File: src/rtl/sm_clk_debug_ctrl.sv
// Run-control and debug block for sm_top: programmable clock enable, halt/run/step
// modes with a debounced step key, retired-cycle counter and paged LED readout.
module sm_clk_debug_ctrl #(
  parameter int unsigned DIV_W      = 4,
  parameter int unsigned DEB_CYCLES = 16,
  parameter int unsigned DATA_W     = 32,
  parameter int unsigned ADDR_W     = 4,
  parameter int unsigned LED_W      = 10,
  parameter int unsigned PAGE_W     = 2,
  parameter int unsigned CNT_W      = 16
) (
  input  logic              clkIn,
  input  logic              rst_p,
  input  logic [1:0]        mode,
  input  logic [DIV_W-1:0]  clkDevide,
  input  logic              stepKey,
  input  logic [ADDR_W-1:0] regAddrIn,
  input  logic [PAGE_W-1:0] pageSel,
  input  logic [DATA_W-1:0] regData,
  output logic              cpuEn,
  output logic [ADDR_W-1:0] regAddr,
  output logic [LED_W-1:0]  ledOut,
  output logic [CNT_W-1:0]  cycleCnt,
  output logic              stepBusy
);

  localparam int unsigned DEB_W    = $clog2(DEB_CYCLES);
  localparam int unsigned PAGE_SPAN = LED_W << PAGE_W;
  localparam int unsigned PAD_W    = (PAGE_SPAN > DATA_W) ? PAGE_SPAN : DATA_W;

  typedef enum logic [1:0] {HALT, RUN, STEP_ARM, STEP_PULSE} state_t;

  state_t             state;
  logic [DIV_W-1:0]   div_cnt;
  logic [DIV_W-1:0]   period;
  logic               sync1, sync2, deb, step_req;
  logic [DEB_W-1:0]   deb_cnt;
  logic               deb_fire;
  logic               req_next;
  logic [PAD_W-1:0]   padded;

  // Debounced level follows the synced key only after DEB_CYCLES consecutive cycles of disagreement.
  assign deb_fire = (sync2 != deb) && (deb_cnt == DEB_W'(DEB_CYCLES - 1));
  assign req_next = deb_fire && sync2;

  always_ff @(posedge clkIn) begin
    if (rst_p) begin
      sync1    <= 1'b0;
      sync2    <= 1'b0;
      deb      <= 1'b0;
      deb_cnt  <= '0;
      step_req <= 1'b0;
    end else begin
      sync1    <= stepKey;
      sync2    <= sync1;
      step_req <= req_next;
      if (sync2 == deb) begin
        deb_cnt <= '0;
      end else if (deb_fire) begin
        deb     <= sync2;
        deb_cnt <= '0;
      end else begin
        deb_cnt <= deb_cnt + DEB_W'(1);
      end
    end
  end

  // stepBusy is raised together with step_req so it covers the request cycle and the pulse.
  always_ff @(posedge clkIn) begin
    if (rst_p) begin
      state    <= HALT;
      div_cnt  <= '0;
      period   <= '0;
      cpuEn    <= 1'b0;
      stepBusy <= 1'b0;
      cycleCnt <= '0;
    end else begin
      cycleCnt <= cycleCnt + CNT_W'(cpuEn);
      cpuEn    <= 1'b0;
      stepBusy <= req_next && (mode == 2'd2);
      case (state)
        RUN: begin
          if (mode == 2'd1) begin
            if (div_cnt == period) begin
              div_cnt <= '0;
              period  <= clkDevide;
              cpuEn   <= (clkDevide == '0);
            end else begin
              div_cnt <= div_cnt + DIV_W'(1);
              cpuEn   <= ((div_cnt + DIV_W'(1)) == period);
            end
          end else begin
            div_cnt <= '0;
            state   <= (mode == 2'd2) ? STEP_ARM : HALT;
          end
        end
        STEP_ARM: begin
          if (mode == 2'd2) begin
            if (step_req) begin
              state    <= STEP_PULSE;
              cpuEn    <= 1'b1;
              stepBusy <= 1'b1;
            end
          end else if (mode == 2'd1) begin
            state  <= RUN;
            period <= clkDevide;
            cpuEn  <= (clkDevide == '0);
          end else begin
            state <= HALT;
          end
        end
        default: begin
          // HALT and STEP_PULSE share the same mode-driven exit.
          div_cnt <= '0;
          if (mode == 2'd1) begin
            state  <= RUN;
            period <= clkDevide;
            cpuEn  <= (clkDevide == '0);
          end else if (mode == 2'd2) begin
            state <= STEP_ARM;
          end else begin
            state <= HALT;
          end
        end
      endcase
    end
  end

  always_comb begin
    padded = '0;
    padded[DATA_W-1:0] = regData;
  end

  always_ff @(posedge clkIn) begin
    if (rst_p) begin
      regAddr <= '0;
      ledOut  <= '0;
    end else begin
      regAddr <= regAddrIn;
      ledOut  <= padded[pageSel * LED_W +: LED_W];
    end
  end

endmodule
File: config.mk
export PLATFORM = sky130hd
export DESIGN_NAME = sm_clk_debug_ctrl
export DESIGN_NICKNAME = d
export VERILOG_FILES = /design/src/rtl/sm_clk_debug_ctrl.sv
export SDC_FILE = /design/constraint.sdc
export NUM_CORES = 1
export LEC_CHECK = 0
export CAP_MARGIN = 25
export CELL_PAD_IN_SITES_DETAIL_PLACEMENT = 0
export CELL_PAD_IN_SITES_GLOBAL_PLACEMENT = 2
export CORE_ASPECT_RATIO = 1.75
export CORE_MARGIN = 2
export CORE_UTILIZATION = 26
export CTS_BUF_LIST = sky130_fd_sc_hd__clkbuf_16
export DETAILED_ROUTE_END_ITERATION = 7
export PLACE_DENSITY_LB_ADDON = 0.1
export SLEW_MARGIN = 20
export SYNTH_ARGS = -nofsm -noshare
export SYNTH_HDL_FRONTEND = slang
export SYNTH_SLANG_ARGS = --single-unit
File: constraint.sdc
create_clock -name clkIn -period 1.85 [get_ports clkIn]
set_input_delay 0.555 -clock clkIn [delete_from_list [all_inputs] [get_ports clkIn]]
set_output_delay 0.555 -clock clkIn [all_outputs]
set_load 0.01 [all_outputs]
After elaboration in Yosys (flattened, before gate mapping) --
Cells that the tools add are included.
Word-level totals: input bits 47, logic and storage cells 65, output and inout port bits 32, bits in registers 50
Cells by class: shift-type cells 1, equal/unequal tests 14, multipliers 1, reduce and logical (&&, ||, !) cells 8, add/sub/neg operators 3, mux-type cells 24, bitwise operators 1
Operators by type and width (number):
- indexed part select 40 x 7 -> 10 bit | 1
- two-way mux 4 bit | 6
- adder 16 x 1 -> 16 bit | 1
- one-hot mux 4 bit (2 select lines) | 2
- two-way mux 2 bit | 5
- two-way mux 1 bit | 9
- adder 4 x 1 -> 4 bit, second input constant | 2
- equality test 4 bit | 2
- inequality test 2 bit, second input constant | 4
- multiplier 2 x 3 -> 5 bit, second input constant | 1
- equality test 2 x 1 -> 1 bit, second input constant | 2
- equality test 2 bit, second input constant | 2
- equality test 4 bit, second input constant | 1
- zero test 4 bit | 1
- one-hot mux 2 bit (2 select lines) | 1
- AND reduction 2 bit | 2
- logical AND 1 bit | 3
- inequality test 3 bit, second input constant | 1
- AND reduction 3 bit | 1
- OR reduction 3 bit | 1
- one-hot mux 1 bit (2 select lines) | 1
- equality test 1 bit | 1
- inequality test 1 bit | 1
- inverter 1 bit | 1

Longest topological paths before layout --
Gate-level depths: netlist of the first run.
depth in word-level cells 7, gate-level depth with buffers 6, gate-level depth less buffers 6

Least setup slack after synthesis of the first run --
No wires, ideal clock.
kind register to register, start register cpuEn, end register cycleCnt[14], data required time 1.722 ns, setup time 0.128 ns, slack 0.299 ns, period minus slack after synthesis 1.551 ns, stages on the path, launching flop included 7, path buffers 0, arrival time 1.423 ns, cell sequence dfxtp_1 ha_1 ha_1 and4_2 and4bb_2 xnor2_1 nor2_1
Between the ends: word-level cells in the longest chain between the ends 1
RTL lines:
- start, declared | RTL line 20 | output logic cpuEn,
- start signal, assigned | RTL line 87 | cpuEn <= (clkDevide == '0);
- start signal, assigned | RTL line 90 | cpuEn <= ((div_cnt + DIV_W'(1)) == period);
- start signal, assigned | RTL line 107 | cpuEn <= (clkDevide == '0);
- adder 16 x 1 -> 16 bit | RTL line 78 | cycleCnt <= cycleCnt + CNT_W'(cpuEn);
- end signal, assigned | RTL line 78
- end, declared | RTL line 23 | output logic [CNT_W-1:0] cycleCnt,
Every way passes these cells. A chain may end at the register's enable or synchronous reset.

Worst setup path in the final report of the first run --
start register cycleCnt[2], end output cycleCnt[2]
No word-level cell between the ends.

==> results of run 1 <==
[area by class of cell]
class / count / share of cell area [%]
multi-input combinational: 179 / 35.01
tap: 117 / 4.201
clock buffer: 5 / 3.591
inverter: 8 / 0.8618
sequential: 50 / 29.01
timing repair buffer: 96 / 26.71
clock inverter: 3 / 0.6104
[timing repair]
item / 4_1_cts / 5_1_grt
endpoints found under the setup margin: 7 / 6
endpoints found under the hold margin: 0 / 0
gates resized for setup: 7 / 4
pin swaps: 0 / 1
[power by group through the flow]
stage,clock (mW),combinational [mW],sequential [mW]
after floorplan,0,0.119,1.15
after global placement,0,0.322,1.14
after detailed placement,0,0.323,1.14
after CTS,0.960,0.324,1.12
after global routing,0.984,0.353,1.12
final,0.914,0.319,1.12
[cells in the mapped netlist]
cell type  number
nand3_1         9
and4bb_2        1
nor4_1          2
nand4_1         2
nand2_1        20
o211a_2         1
clkbuf_1        7
buf_1           1
nand3b_1        1
nor3_1          5
a211oi_1        2
nand2_2         1
mux4_2          2
a31oi_1         3
or3_2           1
xnor2_1        14
nor2b_1        13
o21ai_0         2
mux2_1          2
a41oi_2         1
nand4_4         1
nand2b_1        2
and3_1          2
ha_1            8
dfxtp_1        50
inv_1           8
o21ai_1         2
mux2i_1        13
and4_1          1
a221oi_1        1
nor4b_1         3
nor2_1         36
buf_2           2
and4_2          1
xor2_1          7
and2_1          2
nand3_2         1
nor3b_1         2
a21oi_1        14
nor4_4          1
[sequential cells by signal, indices dropped and copies added, names as in the netlist]
register,cells
cpuEn,1
cycleCnt,16
deb,1
deb_cnt,4
div_cnt,4
ledOut,10
period,4
regAddr,4
state,2
stepBusy,1
step_req,1
sync1,1
sync2,1
[through the flow]
stage	hold slack (ns)	TNS (ns)
global placement	0.4196	-2.821
finish	0.4418	0
global route	0.4715	0
detailed placement	0.4300	-3.312
CTS	0.4463	0
floorplan	0.4138	0
[cell families after synthesis]
| logic type | after synthesis | synth area share [%] |
|---|---|---|
| adders and majority gates | 8 | 4.386 |
| buffers and inverters | 18 | 3.070 |
| and+or+nand+nor | 107 | 25.00 |
| muxes | 17 | 8.662 |
| DFF | 50 | 43.86 |
| xor gates and xnor gates | 21 | 8.059 |
| AOI/OAI and AO/OA | 26 | 6.963 |
[worst paths after layout]
| kind | from | end | slack [ns] | depth (start not counted) |
|---|---|---|---|---|
| worst min-delay path | sync1 | sync2 | 0.44 | 1 |
| worst max register to register | cpuEn | cycleCnt[15] | 0.22 | 5 |
| worst max-delay path | cycleCnt[2] | cycleCnt[2] | 0.05 | 1 |
| worst min register to register | sync1 | sync2 | 0.44 | 1 |
[layer usage]
| metal | part of all wire [%] | up-vias |
|---|---|---|
| met5 | 0 | - |
| met4 | 1.8 | 0 |
| met3 | 5.0 | 8 |
| met2 | 55 | 52 |
| met1 | 38 | 906 |
| li1 | - | 1021 |
==> impl_metrics.json, run 1 <==
{
  "outcome": "finished clean",
  "rsz0062_at_grt": "false",
  "fin_ws_ns": 0.05018,
  "p_seq_share_pct": 47.5,
  "initial_core_util_pct": 26.49,
  "totalWireLength_mm": 5.592,
  "drv_cap": 0,
  "grtUsageTotal_pct": 13.24,
  "synth.area.top_cells": "dfxtp_1 44%, nor2_1 5.9%, mux2i_1 5.7%",
  "cts_tree": "yes",
  "worstMarginPinSlew_ns": 0.4258,
  "place_hpwl_mm": 4.534,
  "grt-busiest-layer": "met2",
  "numCtsBuffers": 5,
  "slowest_delay_ns": 0.55,
  "n_fill_cell": 905,
  "die_width_um": 74.82,
  "path_class": "reg2out",
  "final_cell_mix": "77 x clkdlybuf4s50_1, 42 x dfxtp_1, 36 x nor2_1",
  "path_delay_family": "buffers and inverters",
  "drt-initial-drc-count": 54,
  "crit_path_end_kind": "output port",
  "detailedPlace.worstSlack_ns": -0.2117,
  "fin_util_pct": 40.45,
  "worstPathArrival_ns": 1.24,
  "regArea_um2": 1011,
  "clk_latency_ns": 0.29,
  "yosysSeqAreaShare_pct": 43.86,
  "wl_per_cell_um": 12.21,
  "drv_slew": 0,
  "viasPerCell": 4.338,
  "min_path_type": "reg2reg",
  "cts_root_buf": "clkbuf_16",
  "syn_area_per_cell_um2": 9.240,
  "ys.warnings.count": 0,
  "worst_ep_required_time_ns": 1.29,
  "portBuffers": 78,
  "synth_seq_cells": 50,
  "pwr-share-clk_pct": 38.9,
  "synth_top_area_share_pct": 43.86,
  "path_buf_inv": 1,
  "drive_above_1_share_pct": 13.78,
  "gr-total-overflow": 0,
  "cts_setup_buffers": 0,
  "fin_skew_ns": 0.003208,
  "grt_start_max_net_pins": 17,
  "p_leak_nw": 1.348,
  "antenna_found_initial": 0,
  "drc": 0,
  "layout.nets": 395,
  "setup_viol": 0,
  "cp_slowest_cell": "clkdlybuf4s50_1",
  "finalHoldViolations": 0,
  "antenna_left": 0,
  "switching_share_pct": 23.23,
  "ir_drop_mv": 0.3493,
  "place_congestion": 0.6903,
  "final_common_cell": "clkdlybuf4s50_1",
  "crit_chain": "clkdlybuf4s50_1",
  "core_um2": 8615,
  "ioPinCount": 79,
  "syn_inst": 247,
  "p_switching_mw": 0.5461,
  "cp_max_fo": 7,
  "met1_usage_pct": 14.51,
  "fin_crit_ns": 1.800,
  "postLayoutCellArea_um2": 3485,
  "fin_crit_sh_pct": 97.29,
  "grt_util_met3_pct": 3.616,
  "multiInputGateArea_um2": 1220,
  "grt_pass1_wl_mm": 9.818,
  "grt_pass1_vias": 2108,
  "synth_nets": 302,
  "synthesis.area_um2": 2282,
  "die_y_um": 127.9,
  "start_kind": "register",
  "dr.pass1.iters": 4,
  "clkSlewWorstSetupHoldPaths_ns": 0.07,
  "cts.sinks": 50,
  "clockBufferDepth": 2,
  "rows": 45,
  "maxSlewHeadroom_pct": 71.21,
  "pwr-share-comb_pct": 13.6,
  "cts_hold_buf": 0,
  "p_per_area_nw_per_um2": 674.8,
  "antenna_cells": 0,
  "synth_top_area_cell": "dfxtp_1",
  "syn_to_final_growth_pct": 52.69,
  "p_int_mw": 1.805,
  "fmax_mhz": 555.6,
  "dp_cells": 450,
  "layoutNonFillerInstCount": 458,
  "total_power_mw": 2.351,
  "met2_usage_pct": 23.43,
  "route.vias.total": 1987,
  "cts_max_level": 2,
  "ys_types": 40,
  "place_area_um2": 3317,
  "die_area_um2": 9572
}
Power figures use the tool's default switching activity.
==> run 2: changes to the inputs <==
--- a/config.mk
+++ b/config.mk
@@ -13,7 +13,7 @@
 export CORE_UTILIZATION = 26
 export CTS_BUF_LIST = sky130_fd_sc_hd__clkbuf_16
 export DETAILED_ROUTE_END_ITERATION = 7
-export PLACE_DENSITY_LB_ADDON = 0.1
+export PLACE_DENSITY = 0.81
 export SLEW_MARGIN = 20
 export SYNTH_ARGS = -nofsm -noshare
 export SYNTH_HDL_FRONTEND = slang
==> impl_metrics.json, run 2 (synthesized netlist as in run 1, its figures left out) <==
{
  "cts_root_buf": "clkbuf_16",
  "clk_latency_ns": 0.29,
  "postLayoutCellArea_um2": 3395,
  "place_hpwl_mm": 4.179,
  "dr.pass1.iters": 4,
  "reg2reg_depth": 5,
  "regToRegSetupSlack_ns": 0.21,
  "antenna_cells": 0,
  "die_width_um": 74.82,
  "rows": 45,
  "whs_path_depth": 1,
  "grt_pass1_vias": 1949,
  "final_common_cell": "clkdlybuf4s50_1",
  "cp_slowest_cell": "clkdlybuf4s50_1",
  "totalWireLength_mm": 5.093,
  "cts_max_level": 2,
  "core_um2": 8615,
  "place_area_um2": 3247,
  "clockBufferDepth": 2,
  "hold_path_end": "sync2",
  "viasPerCell": 4.262,
  "cts_hold_buf": 0,
  "rsz0062_at_grt": "false",
  "r2r-end": "cycleCnt[15]",
  "die_y_um": 127.9,
  "die_area_um2": 9572,
  "portBuffers": 78,
  "layout.nets": 388,
  "crit_chain": "clkdlybuf4s50_1",
  "crit_path_end_kind": "output port",
  "regMostFlops": "cycleCnt",
  "final_cell_mix": "76 x clkdlybuf4s50_1, 44 x dfxtp_1, 36 x nor2_1",
  "start_kind": "register",
  "place_congestion": 0.7441,
  "outcome": "finished clean",
  "fin_crit_ns": 1.793,
  "syn_to_final_growth_pct": 48.74,
  "cts_tree": "yes",
  "fin_ws_ns": 0.05679,
  "multiInputGateArea_um2": 1211,
  "p_per_area_nw_per_um2": 671.6,
  "p_leak_nw": 1.312,
  "r2r-start": "cpuEn",
  "initial_core_util_pct": 26.49,
  "min_path_type": "reg2reg",
  "regArea_um2": 1008,
  "largest_reg_flops": 16,
  "wl_per_cell_um": 11.29,
  "fin_skew_ns": 0.004625,
  "path_class": "reg2out",
  "numCtsBuffers": 5,
  "ioPinCount": 79,
  "detailedPlace.worstSlack_ns": -0.1685,
  "drv_slew": 0,
  "grt_start_max_net_pins": 16,
  "ir_drop_mv": 0.3205,
  "slowest_delay_ns": 0.55,
  "grtUsageTotal_pct": 11.53,
  "setup_viol": 0,
  "path_buf_inv": 1,
  "drt-initial-drc-count": 51,
  "drive_above_1_share_pct": 10.48,
  "cts.sinks": 50,
  "route.vias.total": 1922,
  "cp_max_fo": 5,
  "n_fill_cell": 886,
  "fmax_mhz": 557.7,
  "drc": 0,
  "finalHoldViolations": 0,
  "worstMarginPinSlew_ns": 0.5200,
  "cts_setup_buffers": 0,
  "antenna_found_initial": 0,
  "drv_cap": 0,
  "whs_ns": 0.4347,
  "clkSlewWorstSetupHoldPaths_ns": 0.06,
  "total_power_mw": 2.280,
  "fin_crit_sh_pct": 96.93,
  "hp-start": "sync1",
  "grt_pass1_wl_mm": 8.507,
  "worstPathArrival_ns": 1.24,
  "maxSlewHeadroom_pct": 65.26,
  "worst_ep_required_time_ns": 1.29,
  "final.setup.tns_ns": 0,
  "reg.largest.list": "cycleCnt (16), ledOut (10)",
  "gr-total-overflow": 0,
  "antenna_left": 0,
  "path_delay_family": "buffers and inverters"
}
run 2: cell types whose count changed in the layout (fill, tap and decap cells not counted):
cell / previous run / this run
dfxtp_2: 8 / 6
nor4b_2: 1 / 0
clkdlybuf4s50_1: 77 / 76
clkinv_1: 0 / 1
clkinvlp_4: 1 / 0
buf_2: 0 / 1
nor2b_1: 12 / 13
nor2b_2: 1 / 0
inv_1: 8 / 9
buf_12: 1 / 0
dfxtp_1: 42 / 44
clkinv_4: 1 / 0
nor4b_1: 2 / 3
buf_4: 17 / 11
run 2: metal layers:
layer  up-vias  track usage, %  routed length (um)
li1       1006               -                   -
met1       848           11.70                1875
met2        60           20.74                2790
met3         8           2.909                 270
met4         0           5.987                 157
met5         -               0                   0
run 2: worst max path at each step:
| stage | cells after the start | endpoint | slack, ns | start |
|---|---|---|---|---|
| after detailed placement | 7 | state[0] | -0.17 | mode[1] |
| final | 1 | cycleCnt[6] | 0.06 | cycleCnt[6] |
| after global routing | 1 | cycleCnt[9] | 0.004 | cycleCnt[9] |
| after CTS | 1 | cycleCnt[4] | 0.009 | cycleCnt[4] |
| after floorplan | 6 | cycleCnt[14] | 0.30 | cpuEn |
| after global placement | 6 | cpuEn | -0.12 | mode[0] |
run 2: power breakdown:
group | internal, mW | switching [mW]
combinational | 0.183 | 0.112
sequential | 1.11 | 0.0120
clock | 0.489 | 0.377
run 2: final cells by class:
class | instances | share of cell area (%)
sequential | 50 | 29.71
inverter | 8 | 0.8846
clock inverter | 3 | 0.3686
clock buffer | 5 | 3.686
multi-input combinational | 179 | 35.68
tap | 117 | 4.313
timing repair buffer | 89 | 25.36
run 2: repair_timing:
item	4_1_cts	5_1_grt
resized for setup	5	2
cloned	0	0
setup endpoints to repair	5	2
run 2: metrics by stage:
step | utilization (%) | cells
6_report | 39.40 | 451
5_1_grt | 39.40 | 451
3_3_place_gp | 37.69 | 443
4_1_cts | 39.36 | 451
3_5_place_dp | 37.69 | 443
2_1_floorplan | - | 247
